[config.mk]
export PLATFORM = sky130hd
export DESIGN_NAME = axi4_lite_rr_arbiter_flat
export DESIGN_NICKNAME = d
export VERILOG_FILES = /design/src/rtl/axi4_lite_rr_arbiter_if.sv /design/src/rtl/axi4_lite_rr_arbiter.sv /design/src/flat_wrapper.sv
export SDC_FILE = /design/constraint.sdc
export NUM_CORES = 1
export LEC_CHECK = 0
export CORE_MARGIN = 2
export CORE_UTILIZATION = 42
export CTS_BUF_LIST = sky130_fd_sc_hd__clkbuf_8
export CTS_CLUSTER_DIAMETER = 40
export CTS_CLUSTER_SIZE = 40
export DETAILED_ROUTE_END_ITERATION = 10
export PLACE_DENSITY = 0.84
export SETUP_SLACK_MARGIN = 0.3
export SYNTH_ARGS = -nofsm -noshare
export SYNTH_HDL_FRONTEND = slang
export SYNTH_SLANG_ARGS = --single-unit
[constraint.sdc]
create_clock -name ACLK -period 2.3 [get_ports ACLK]
set_clock_uncertainty 0.15 [all_clocks]
set_input_delay 0.575 -clock ACLK [delete_from_list [all_inputs] [get_ports ACLK]]
set_output_delay 0.575 -clock ACLK [all_outputs]
set_load 0.01 [all_outputs]
[src/rtl/axi4_lite_rr_arbiter_if.sv]
// Bus bundle for the two-requester AXI4-Lite arbiter: requester command/response
// lanes plus the command/completion port toward the AXI4-Lite master.
interface axi4_lite_rr_arbiter_if #(
   parameter int ADDRESS    = 32,
   parameter int DATA_WIDTH = 32
);
   logic [1:0]              REQ_VALID;
   logic [1:0]              REQ_WRITE;
   logic [2*ADDRESS-1:0]    REQ_ADDR;
   logic [2*DATA_WIDTH-1:0] REQ_WDATA;
   logic [1:0]              REQ_READY;
   logic [1:0]              RSP_VALID;
   logic [DATA_WIDTH-1:0]   RSP_RDATA;
   logic                    RSP_ERR;
   logic                    M_CMD_VALID;
   logic                    M_CMD_READY;
   logic                    M_CMD_WRITE;
   logic [ADDRESS-1:0]      M_CMD_ADDR;
   logic [DATA_WIDTH-1:0]   M_CMD_WDATA;
   logic [3:0]              M_CMD_WSTRB;
   logic                    M_DONE;
   logic [DATA_WIDTH-1:0]   M_RDATA;
   logic                    M_RESP;
   logic                    BUSY;

   // Arbiter side: serves the requesters and drives the master command port.
   modport slave (
      input  REQ_VALID, REQ_WRITE, REQ_ADDR, REQ_WDATA,
      input  M_CMD_READY, M_DONE, M_RDATA, M_RESP,
      output REQ_READY, RSP_VALID, RSP_RDATA, RSP_ERR,
      output M_CMD_VALID, M_CMD_WRITE, M_CMD_ADDR, M_CMD_WDATA, M_CMD_WSTRB, BUSY
   );

   modport master (
      output REQ_VALID, REQ_WRITE, REQ_ADDR, REQ_WDATA,
      output M_CMD_READY, M_DONE, M_RDATA, M_RESP,
      input  REQ_READY, RSP_VALID, RSP_RDATA, RSP_ERR,
      input  M_CMD_VALID, M_CMD_WRITE, M_CMD_ADDR, M_CMD_WDATA, M_CMD_WSTRB, BUSY
   );
endinterface

[src/rtl/axi4_lite_rr_arbiter.sv]
// Two-requester round-robin arbiter in front of one AXI4-Lite master command
// port; one transaction in flight, aborted with an error after a bounded wait.
module axi4_lite_rr_arbiter #(
   parameter int ADDRESS        = 32,
   parameter int DATA_WIDTH     = 32,
   parameter int TIMEOUT_CYCLES = 256
) (
   input logic                   ACLK,
   input logic                   ARESETN,
   axi4_lite_rr_arbiter_if.slave bus
);
   localparam int               CNT_W    = $clog2(TIMEOUT_CYCLES);
   localparam logic [CNT_W-1:0] CNT_LAST = CNT_W'(TIMEOUT_CYCLES - 1);

   typedef enum logic [1:0] {
      IDLE  = 2'd0,
      ISSUE = 2'd1,
      WAIT  = 2'd2,
      RESP  = 2'd3
   } state_t;

   state_t                state_r;
   logic                  last_grant_r;
   logic                  winner_r;
   logic                  write_r;
   logic [CNT_W-1:0]      cnt_r;
   logic [1:0]            rsp_valid_r;
   logic [DATA_WIDTH-1:0] rsp_rdata_r;
   logic                  rsp_err_r;
   logic                  cmd_valid_r;
   logic                  cmd_write_r;
   logic [ADDRESS-1:0]    cmd_addr_r;
   logic [DATA_WIDTH-1:0] cmd_wdata_r;
   logic [3:0]            cmd_wstrb_r;
   logic                  busy_r;

   logic                  pick_s;
   logic                  accept_s;
   logic [1:0]            ready_s;
   logic                  pick_write_s;
   logic [ADDRESS-1:0]    pick_addr_s;
   logic [DATA_WIDTH-1:0] pick_wdata_s;
   logic                  timeout_s;

   // Winner selection: the lone valid requester, or on a tie the one not served last
   always_comb begin
      if (bus.REQ_VALID == 2'b10) begin
         pick_s = 1'b1;
      end else if (bus.REQ_VALID == 2'b11) begin
         pick_s = ~last_grant_r;
      end else begin
         pick_s = 1'b0;
      end
      // READY is gated by ARESETN so nothing is granted while reset is held
      accept_s = ARESETN && (state_r == IDLE) && (bus.REQ_VALID != 2'b00);
      if (accept_s) begin
         ready_s = pick_s ? 2'b10 : 2'b01;
      end else begin
         ready_s = 2'b00;
      end
      pick_write_s = bus.REQ_WRITE[pick_s];
      if (pick_s) begin
         pick_addr_s  = bus.REQ_ADDR[2*ADDRESS-1:ADDRESS];
         pick_wdata_s = bus.REQ_WDATA[2*DATA_WIDTH-1:DATA_WIDTH];
      end else begin
         pick_addr_s  = bus.REQ_ADDR[ADDRESS-1:0];
         pick_wdata_s = bus.REQ_WDATA[DATA_WIDTH-1:0];
      end
      timeout_s = (cnt_r == CNT_LAST);
   end

   assign bus.REQ_READY   = ready_s;
   assign bus.RSP_VALID   = rsp_valid_r;
   assign bus.RSP_RDATA   = rsp_rdata_r;
   assign bus.RSP_ERR     = rsp_err_r;
   assign bus.M_CMD_VALID = cmd_valid_r;
   assign bus.M_CMD_WRITE = cmd_write_r;
   assign bus.M_CMD_ADDR  = cmd_addr_r;
   assign bus.M_CMD_WDATA = cmd_wdata_r;
   assign bus.M_CMD_WSTRB = cmd_wstrb_r;
   assign bus.BUSY        = busy_r;

   // Transaction FSM with all outputs registered
   always_ff @(posedge ACLK or negedge ARESETN) begin
      if (!ARESETN) begin
         state_r      <= IDLE;
         last_grant_r <= 1'b1;
         winner_r     <= 1'b0;
         write_r      <= 1'b0;
         cnt_r        <= '0;
         rsp_valid_r  <= 2'b00;
         rsp_rdata_r  <= '0;
         rsp_err_r    <= 1'b0;
         cmd_valid_r  <= 1'b0;
         cmd_write_r  <= 1'b0;
         cmd_addr_r   <= '0;
         cmd_wdata_r  <= '0;
         cmd_wstrb_r  <= 4'h0;
         busy_r       <= 1'b0;
      end else begin
         rsp_valid_r <= 2'b00;
         case (state_r)
            IDLE: begin
               if (accept_s) begin
                  winner_r    <= pick_s;
                  write_r     <= pick_write_s;
                  cmd_valid_r <= 1'b1;
                  cmd_write_r <= pick_write_s;
                  cmd_addr_r  <= pick_addr_s;
                  cmd_wdata_r <= pick_wdata_s;
                  cmd_wstrb_r <= 4'hF;
                  busy_r      <= 1'b1;
                  state_r     <= ISSUE;
               end
            end
            ISSUE: begin
               if (bus.M_CMD_READY) begin
                  cmd_valid_r <= 1'b0;
                  cmd_write_r <= 1'b0;
                  cmd_addr_r  <= '0;
                  cmd_wdata_r <= '0;
                  cmd_wstrb_r <= 4'h0;
                  cnt_r       <= '0;
                  state_r     <= WAIT;
               end
            end
            WAIT: begin
               // Completion takes priority over a timeout in the same cycle
               if (bus.M_DONE) begin
                  rsp_err_r   <= bus.M_RESP;
                  rsp_rdata_r <= write_r ? '0 : bus.M_RDATA;
                  rsp_valid_r <= winner_r ? 2'b10 : 2'b01;
                  state_r     <= RESP;
               end else if (timeout_s) begin
                  rsp_err_r   <= 1'b1;
                  rsp_rdata_r <= '0;
                  rsp_valid_r <= winner_r ? 2'b10 : 2'b01;
                  state_r     <= RESP;
               end else begin
                  cnt_r <= cnt_r + CNT_W'(1);
               end
            end
            RESP: begin
               last_grant_r <= winner_r;
               busy_r       <= 1'b0;
               state_r      <= IDLE;
            end
            default: begin
               state_r <= IDLE;
            end
         endcase
      end
   end
endmodule

[src/flat_wrapper.sv]
// flat-port wrapper written by rule: the top's interface ports become plain ports
module axi4_lite_rr_arbiter_flat 
#(
   parameter int ADDRESS        = 32,
   parameter int DATA_WIDTH     = 32,
   parameter int TIMEOUT_CYCLES = 256
)
  (ACLK, ARESETN, bus_REQ_VALID, bus_REQ_WRITE, bus_REQ_ADDR, bus_REQ_WDATA, bus_M_CMD_READY, bus_M_DONE, bus_M_RDATA, bus_M_RESP, bus_REQ_READY, bus_RSP_VALID, bus_RSP_RDATA, bus_RSP_ERR, bus_M_CMD_VALID, bus_M_CMD_WRITE, bus_M_CMD_ADDR, bus_M_CMD_WDATA, bus_M_CMD_WSTRB, bus_BUSY);
  axi4_lite_rr_arbiter_if #(.ADDRESS(ADDRESS), .DATA_WIDTH(DATA_WIDTH)) bus_i ();
  input logic ACLK;
  input logic ARESETN;
  input wire logic [$bits(bus_i.REQ_VALID)-1:0] bus_REQ_VALID;
  input wire logic [$bits(bus_i.REQ_WRITE)-1:0] bus_REQ_WRITE;
  input wire logic [$bits(bus_i.REQ_ADDR)-1:0] bus_REQ_ADDR;
  input wire logic [$bits(bus_i.REQ_WDATA)-1:0] bus_REQ_WDATA;
  input wire logic [$bits(bus_i.M_CMD_READY)-1:0] bus_M_CMD_READY;
  input wire logic [$bits(bus_i.M_DONE)-1:0] bus_M_DONE;
  input wire logic [$bits(bus_i.M_RDATA)-1:0] bus_M_RDATA;
  input wire logic [$bits(bus_i.M_RESP)-1:0] bus_M_RESP;
  output wire logic [$bits(bus_i.REQ_READY)-1:0] bus_REQ_READY;
  output wire logic [$bits(bus_i.RSP_VALID)-1:0] bus_RSP_VALID;
  output wire logic [$bits(bus_i.RSP_RDATA)-1:0] bus_RSP_RDATA;
  output wire logic [$bits(bus_i.RSP_ERR)-1:0] bus_RSP_ERR;
  output wire logic [$bits(bus_i.M_CMD_VALID)-1:0] bus_M_CMD_VALID;
  output wire logic [$bits(bus_i.M_CMD_WRITE)-1:0] bus_M_CMD_WRITE;
  output wire logic [$bits(bus_i.M_CMD_ADDR)-1:0] bus_M_CMD_ADDR;
  output wire logic [$bits(bus_i.M_CMD_WDATA)-1:0] bus_M_CMD_WDATA;
  output wire logic [$bits(bus_i.M_CMD_WSTRB)-1:0] bus_M_CMD_WSTRB;
  output wire logic [$bits(bus_i.BUSY)-1:0] bus_BUSY;
  assign bus_i.REQ_VALID = bus_REQ_VALID;
  assign bus_i.REQ_WRITE = bus_REQ_WRITE;
  assign bus_i.REQ_ADDR = bus_REQ_ADDR;
  assign bus_i.REQ_WDATA = bus_REQ_WDATA;
  assign bus_i.M_CMD_READY = bus_M_CMD_READY;
  assign bus_i.M_DONE = bus_M_DONE;
  assign bus_i.M_RDATA = bus_M_RDATA;
  assign bus_i.M_RESP = bus_M_RESP;
  assign bus_REQ_READY = bus_i.REQ_READY;
  assign bus_RSP_VALID = bus_i.RSP_VALID;
  assign bus_RSP_RDATA = bus_i.RSP_RDATA;
  assign bus_RSP_ERR = bus_i.RSP_ERR;
  assign bus_M_CMD_VALID = bus_i.M_CMD_VALID;
  assign bus_M_CMD_WRITE = bus_i.M_CMD_WRITE;
  assign bus_M_CMD_ADDR = bus_i.M_CMD_ADDR;
  assign bus_M_CMD_WDATA = bus_i.M_CMD_WDATA;
  assign bus_M_CMD_WSTRB = bus_i.M_CMD_WSTRB;
  assign bus_BUSY = bus_i.BUSY;
  axi4_lite_rr_arbiter #(.ADDRESS(ADDRESS), .DATA_WIDTH(DATA_WIDTH), .TIMEOUT_CYCLES(TIMEOUT_CYCLES)) u_core (.ACLK(ACLK), .ARESETN(ARESETN), .bus(bus_i));
endmodule
* After elaboration in Yosys (flattened, before gate mapping)
Index checks and enable logic that the tools add are counted.
** Word-level totals
- Input port bits :: 169
- Word-level logic and storage cells :: 82
- Bits in registers :: 119
- Output and inout bits :: 108
- Memories :: 0
- Latch bits :: 0
- RAM bits :: 0
- Bits in read-only memories :: 0
** Operators by class
- Div/mod/pow operators :: 0
- Muxes and demuxes :: 40
- $lt $le $gt $ge :: 1
- Shifts and indexed selects :: 0
- Multiply operators :: 0
- Equal/unequal tests :: 11
- Reduce and logical (&&, ||, !) cells :: 14
- Bitwise gates (word level) :: 1
- Add/sub/neg operators :: 1
** Operators with widths (number)
- $mux W32 :: 8
- $pmux W32 S2 :: 2
- $mux W8 :: 3
- $mux W2 :: 10
- $pmux W8 S2 :: 1
- $reduce_bool A2 Y1 :: 5
- $mux W1 :: 9
- $add A8 B1 Y8 const B :: 1
- $eq A2 B2 Y1 const B :: 4
- $eq A8 B8 Y1 const B :: 1
- $mux W4 :: 2
- $pmux W2 S4 :: 1
- $pmux W4 S2 :: 1
- $ne A2 B2 Y1 const B :: 3
- $pmux W1 S2 :: 3
- $reduce_and A2 Y1 :: 3
- $reduce_and A3 Y1 :: 2
- $reduce_and A4 Y1 :: 1
- $ne A3 B2 Y1 const B :: 1
- $eq A2 B1 Y1 const B :: 1
- $logic_and A1 B1 Y1 :: 2
- $logic_not A2 Y1 :: 1
- $lt A1 B2 Y1 const B :: 1
- $ne A2 B1 Y1 const B :: 1
- $not A1 Y1 :: 1

* Logic depth before layout (Yosys ltp)
Gate-level depths: netlist (run 1).
- Depth after elaboration :: 7
- Mapped depth :: 9
- Gate-level depth less buffers :: 6

* Worst setup path after synthesis (run 1)
No wires, ideal clock.
- Path type :: input to output
- Start :: input port bus_REQ_VALID[1]
- End :: output port bus_REQ_READY[0]
- Path buffers :: 2
- Setup slack :: 0.323 ns
- Arrival :: 1.252 ns
- Required time :: 1.575 ns
- Cell stages on the path :: 4
- Path through :: a21boi_2 -> buf_4 -> buf_4 -> nor2_1
** Between the ends
- Longest elaborated chain between the ends :: 5
- Elaborated cells between the ends (all ways) :: 8
** RTL lines
- from (decl) :: line flat_wrapper.sv:12 : input wire logic [$bits(bus_i.REQ_VALID)-1:0] bus_REQ_VALID;
- $eq A2 B2 Y1 :: line axi4_lite_rr_arbiter.sv:49 : end else if (bus.REQ_VALID == 2'b11) begin
- $mux W1 :: line axi4_lite_rr_arbiter.sv:49
- $mux W1 :: line axi4_lite_rr_arbiter.sv:47 : if (bus.REQ_VALID == 2'b10) begin
- $mux W2 :: line axi4_lite_rr_arbiter.sv:57 : ready_s = pick_s ? 2'b10 : 2'b01;
- $mux W2 * :: line axi4_lite_rr_arbiter.sv:56 : if (accept_s) begin
- to (decl) :: line flat_wrapper.sv:20 : output wire logic [$bits(bus_i.REQ_READY)-1:0] bus_REQ_READY;
Mark *: on every way between the ends. The rest lies on a longest branch, timed or not.

* Final worst setup path (run 1)
- Start :: register u_core.state_r[1]
- End :: output port bus_REQ_READY[1]
** Between the ends
- Longest elaborated chain between the ends :: 4
** RTL lines
- from (decl) :: line axi4_lite_rr_arbiter.sv:22 : state_t state_r;
- from (signal assigned) :: line axi4_lite_rr_arbiter.sv:86 : state_r <= IDLE;
- from (signal assigned) :: line axi4_lite_rr_arbiter.sv:113 : state_r <= ISSUE;
- from (signal assigned) :: line axi4_lite_rr_arbiter.sv:124 : state_r <= WAIT;
- $logic_not A2 Y1 :: line axi4_lite_rr_arbiter.sv:55 : accept_s = ARESETN && (state_r == IDLE) && (bus.REQ_VALID != 2'b00);
- $logic_and A1 B1 Y1 (2 in a row) :: line axi4_lite_rr_arbiter.sv:55
- $mux W2 :: line axi4_lite_rr_arbiter.sv:56
No other way between the ends.

==> results of run 1 <==
[placed cells by master (no fill, tap or decap), drive strengths merged, types with 2 or more instances in the layout]
cell type      netlist  final
clkdlybuf4s50        0    165
dfrtp              114    114
dlygate4sd2          0    107
nand2               76     76
mux2i               70     70
o31ai               65     65
buf                 31     51
a22o                32     32
clkbuf              14     25
inv                  6     11
nor2                 9      9
o21ai                9      9
a21oi                8      8
ha                   5      5
o211ai               4      4
nand2b               4      4
clkinv               0      4
nand3                4      4
nor3                 4      4
a21o                 3      4
dlygate4sd3          0      3
a211oi               3      3
nor2b                3      3
mux2                 3      3
a31oi                2      2
nor4                 2      2
and2                 2      2
and3                 2      2
[per-layer routing]
| metal | up-vias | track usage [%] | part of all wire (%) |
|---|---|---|---|
| met1 | 2533 | 27.7 | 39 |
| met5 | - | 0 | 0 |
| met4 | 0 | 9.30 | 2.2 |
| met3 | 34 | 8.06 | 7.6 |
| li1 | 2396 | - | - |
| met2 | 260 | 42.0 | 51 |
[kinds of logic (layout without fill, tap and decap cells)]
kind of cell	after synthesis	count (layout)	share of synthesized area [%]
AO/OA/AOI/OAI	132	133	19.4
AND/OR/NAND/NOR	111	111	8.98
buffers and inverters	51	368	4.99
adder cells (fa/ha/maj)	5	5	1.13
multiplexers	73	73	13.4
flip-flops	115	115	52.2
[registers in the layout, summed over array words and instances, names as in the netlist, 2 cells and up]
signal,count
u_core.state_r,2
u_core.cnt_r,8
u_core.bus.RSP_VALID,2
u_core.bus.M_CMD_ADDR,32
u_core.bus.RSP_RDATA,32
u_core.bus.M_CMD_WDATA,32
[final timing paths]
| check | startpoint | slack, ns | endpoint |
|---|---|---|---|
| worst min-delay path | ARESETN | 0.05 | u_core.last_grant_r |
| worst max-delay path | u_core.state_r[1] | 0.08 | bus_REQ_READY[1] |
| worst max register to register | u_core.state_r[1] | 0.14 | u_core.bus.BUSY |
| min in group ACLK | u_core.bus.M_CMD_ADDR[19] | 0.32 | u_core.bus.M_CMD_ADDR[19] |
| max in group asynchronous | ARESETN | 0.63 | u_core.bus.M_CMD_ADDR[21] |
| worst min register to register | u_core.bus.M_CMD_ADDR[19] | 0.32 | u_core.bus.M_CMD_ADDR[19] |
[worst max-delay path, delay by kind of cell, from the launching register on]
family	cells	cell delay, ns
flops	1	0.40
fa+ha+maj	1	0.13
buf+inv	3	0.35
simple gates	1	0.20
[power groups by stage]
stage	clock, mW	combinational [mW]	sequential [mW]
4_1_cts	1.74	5.29	3.48
2_1_floorplan	0	2.59	3.85
5_1_grt	1.85	6.73	3.61
3_5_place_dp	0	5.72	3.54
3_3_place_gp	0	5.55	3.48
6_report	1.71	6.31	3.52
[repair_timing]
item | in CTS | in global routing
hold buffers | 1 | 2
resized for setup | 137 | 62
endpoints found under the setup margin | 162 | 80
hold endpoints to repair | 1 | 17
buffers inserted | 13 | 7
pin swaps | 3 | 10
gates cloned | 0 | 7
[layout make-up]
type	instances	area [µm²]
clock buffers	21	289
clock inverters	10	68.8
fillers	908	3350
inverters	6	22.5
multi-input cells	322	2660
flip-flops and latches	115	2880
well taps	172	215
repair buffers	331	3240
==> summary.txt, run 1 <==
Comb pwr share = 54.7%
PD cells = 1230 mW/mm²
Hold Vio Cnt, Final = 0
deepest clock path buffer count = 2
Net Sw Frac = 39.4%
Slew Viols, Final = 0
Avg Vias per Cell = 5.35
status = finished clean
iteration-0 DRC count of the detailed router = 300
max incr delay on CP = 0.40 ns
final design utilization = 73.7%
final hold slack = 0.0463 ns
final instance area = 0.00937 mm²
largest net degree at the start of global routing = 59
Top-Level Pins = 277
die width = 119 µm
synthesized area = 0.00552 mm²
crit path max fanout = 6
Worst Path Required = 1.57 ns
drc violations = 0
crit start category = flip-flop
Sink Count = 115
overall via count from detail_route = 5223
Mapped Cells = 487
Post-Layout Cell Count = 977
htree depth = 4
drt wl/cell = 19.0 µm
port bufs = 276
Starting Density = 43.4%
pre-CTS setup slack = -0.488 ns
initial antenna violation count = 0
setup TNS = 0 ns
# placed instances = 916
die area = 0.0141 mm²
Num CTS Buffers = 17
CP arrival = 1.50 ns
dominant synthesized flop cell = dfrtp_1
Slowest cell on crit path = dfrtp_1
HP Class = in -> async
WL final = 18600 µm
crit share post-route = 96.7%
Synth top area share = 51.7%
critical-path cell list = inv_2, ha_4, buf_4, and3_4, buf_6
Worst Reg-to-Reg Cells = 14
P_sw = 4.54 mW
biggest area consumer among synthesized cells = dfrtp_1
Flop pwr share = 30.5%
nets = 967
n_diodes = 0
Fmax = 450 MHz
crit path capture type = primary output
Core Area = 0.0127 mm²
Clk network pwr share = 14.8%
CTS tree = yes
proportion of layout cells with a drive suffix above 1 = 19.4%
Yosys cell types = 44
area growth from synthesis to layout = 69.8%
Seq/Total Area, Yosys = 52.2%
critical path class = reg -> out
Total GRT Usage = 24.2%
Max-cap violations = 0
Synth Warn # = 0
Setup Viol. Count Final = 0
Leak Pwr = 4.43 nW
Clk Latency, worst-skew pair = 0.43 ns
synthesized area per cell = 11.3 µm²
VDD IR-drop max = 0.583 mV
CTS root buffer = clkbuf_8
Power Total = 11.5 mW
Slew headroom = 39.0%
Worst-Margin Slew = 0.912 ns
Area after DPL = 0.00851 mm²
Setup WS post-layout = 0.0768 ns
vias in the first global route = 5093
post-route ant nets = 0
fin crit period = 2.22 ns
FFs w/ async S/R, synth = 100%
drt pass-1 iters = 5
routability cong. = 0.819
#FFs+latches synth = 115
internal power = 6.99 mW
Post-synth top cells = dfrtp_1 (114), nand2_1 (76), mux2i_1 (70), o31ai_1 (52), a22o_1 (32)
die height = 119 µm
Syn Nets = 661
Row Count = 41
dominant cells by area after synthesis = dfrtp_1 (52%), mux2i_1 (13%), o31ai_1 (7.1%)
first-pass GRT wire length = 26900 µm
Clock Pin Slew Worst Setup and Hold Paths = 0.07 ns
GRT Residual Overflow = 0
hpwl dp = 12500 µm
top-count cell post-synth = dfrtp_1
Post-synth EDFFs = 0
RSZ-0062 raised after global routing = yes
Note: power is estimated with default switching activity, not from simulation.
==> run 2: changes to the inputs <==
CAP_MARGIN = 25   (was default)
CORE_UTILIZATION = 41   (was 42)
CTS_BUF_LIST = default   (was sky130_fd_sc_hd__clkbuf_8)
MAX_ROUTING_LAYER = met4   (was default)
PLACE_DENSITY = 0.82   (was 0.84)
==> run 2 against run 1 <==
  * Sequential cell count unchanged
  * Hold slack better by 0.031 ns
  * Maximum frequency down 2.8%
  * Count of clock-buffer cells in the layout up 1
  * Critical path depth unchanged
  * First-iteration DRC count down 4.7%
==> summary.txt, run 2 (synthesized netlist as in run 1, its figures left out) <==
hpwl dp = 12000 µm
CP arrival = 1.56 ns
htree depth = 4
Worst Path Required = 1.57 ns
VDD IR-drop max = 0.612 mV
commonest non-fill, non-tap cell in the layout = clkdlybuf4s50_1
die width = 120 µm
final instance area = 0.00958 mm²
Max-cap violations = 0
RSZ-0062 raised after global routing = yes
Avg Vias per Cell = 5.35
Clock Pin Slew Worst Setup and Hold Paths = 0.05 ns
Leak Pwr = 4.49 nW
nets = 958
# placed instances = 918
Slew Viols, Final = 0
Setup Viol. Count Final = 0
area growth from synthesis to layout = 73.5%
WL final = 18500 µm
fin crit period = 2.29 ns
first-pass GRT wire length = 26000 µm
Power Total = 12.5 mW
drt wl/cell = 19.0 µm
routability cong. = 0.839
initial antenna violation count = 0
drt pass-1 iters = 5
vias in the first global route = 5080
Num CTS Buffers = 17
Row Count = 42
pre-CTS setup slack = -0.500 ns
proportion of layout cells with a drive suffix above 1 = 17.6%
Core Area = 0.0132 mm²
setup TNS = 0 ns
final hold slack = 0.0774 ns
Total GRT Usage = 23.9%
final design utilization = 72.6%
Starting Density = 41.9%
post-route ant nets = 0
n_diodes = 0
top sig layer = met4
CTS root buffer = clkbuf_16
Worst-Margin Slew = 0.479 ns
Slew headroom = 68.0%
crit path capture type = primary output
HP Class = in -> async
iteration-0 DRC count of the detailed router = 286
status = finished clean
die area = 0.0144 mm²
largest net degree at the start of global routing = 76
most frequent cells in the layout = clkdlybuf4s50_1 (165), dfrtp_1 (114), dlygate4sd2_1 (107)
PD cells = 1310 mW/mm²
Post-Layout Cell Count = 972
crit share post-route = 99.4%
storage element area = 0.00288 mm²
overall via count from detail_route = 5200
met1 WL = 7030 µm
crit path max fanout = 2
crit start category = flip-flop
drc violations = 0
CTS tree = yes
Sink Count = 115
Hold Vio Cnt, Final = 0
FILL cells = 932
deepest clock path buffer count = 2
Multi-input gate area = 0.00267 mm²
die height = 120 µm
Area after DPL = 0.00850 mm²
critical path class = reg -> out
Top-Level Pins = 277
met3 WL post-DR = 1430 µm
port bufs = 276
Fmax = 437 MHz
GRT Residual Overflow = 0
DR WL met2 = 9640 µm
Setup WS post-layout = 0.0129 ns
Clk Latency, worst-skew pair = 0.41 ns
## run 2: changes by cell type in the layout (fill, tap and decap cells not counted), sizes merged
| cell | previous run | this run |
|---|---|---|
| dlygate4sd3 | 3 | 0 |
| clkbuf | 25 | 27 |
| buf | 51 | 44 |
| bufinv | 1 | 3 |
| clkdlybuf4s15 | 1 | 0 |
| dlymetal6s2s | 0 | 1 |
| inv | 11 | 6 |
| clkinvlp | 0 | 2 |
## run 2: metal layers
layer	vias to the layer above	global-route usage [%]
li1	2394	-
met1	2517	26.8
met2	256	39.7
met3	33	6.70
met4	0	10.8
met5	-	-
## run 2: timing repair
action                     in CTS  in global routing
setup buffers                   6                  6
cloned                          0                 10
gates resized for setup       124                 52
setup endpoints to repair     166                 65
hold buffers                    0                  0
pin swaps                       3                  4
## run 2: final timing paths
kind	startpoint	endpoint	slack, ns	depth (start not counted)
worst max-delay path	u_core.state_r[0]	bus_REQ_READY[0]	0.01	5
worst min register to register	u_core.bus.M_CMD_ADDR[19]	u_core.bus.M_CMD_ADDR[19]	0.32	2
worst min-delay path	ARESETN	u_core.bus.RSP_VALID[0]	0.08	2
worst max register to register	u_core.state_r[0]	u_core.cnt_r[7]	0.18	10
min in group ACLK	u_core.bus.M_CMD_ADDR[19]	u_core.bus.M_CMD_ADDR[19]	0.32	2
max in group asynchronous	ARESETN	u_core.bus.M_CMD_WDATA[7]	1.23	4
## run 2: final cells by class
type	count	area share (%)
multi-input cells	322	27.9
repair buffers	322	33.2
inverters	6	0.235
flip-flops and latches	115	30.1
clock inverters	9	1.35
well taps	176	2.30
clock buffers	22	4.95
## run 2: worst max-delay path, stage by stage, from the launching register on
cell      delay, ns
dfrtp_1        0.41
inv_2          0.09
ha_4           0.14
o211ai_1       0.10
nor2_1         0.22
buf_2          0.19
## run 2: power by group
part           internal (mW)  switching (mW)  leakage, nW
sequential              2.96           0.534         1.46
combinational           3.13            3.24         2.73
clock                   1.78           0.903        0.292
total                   7.87            4.67         4.49
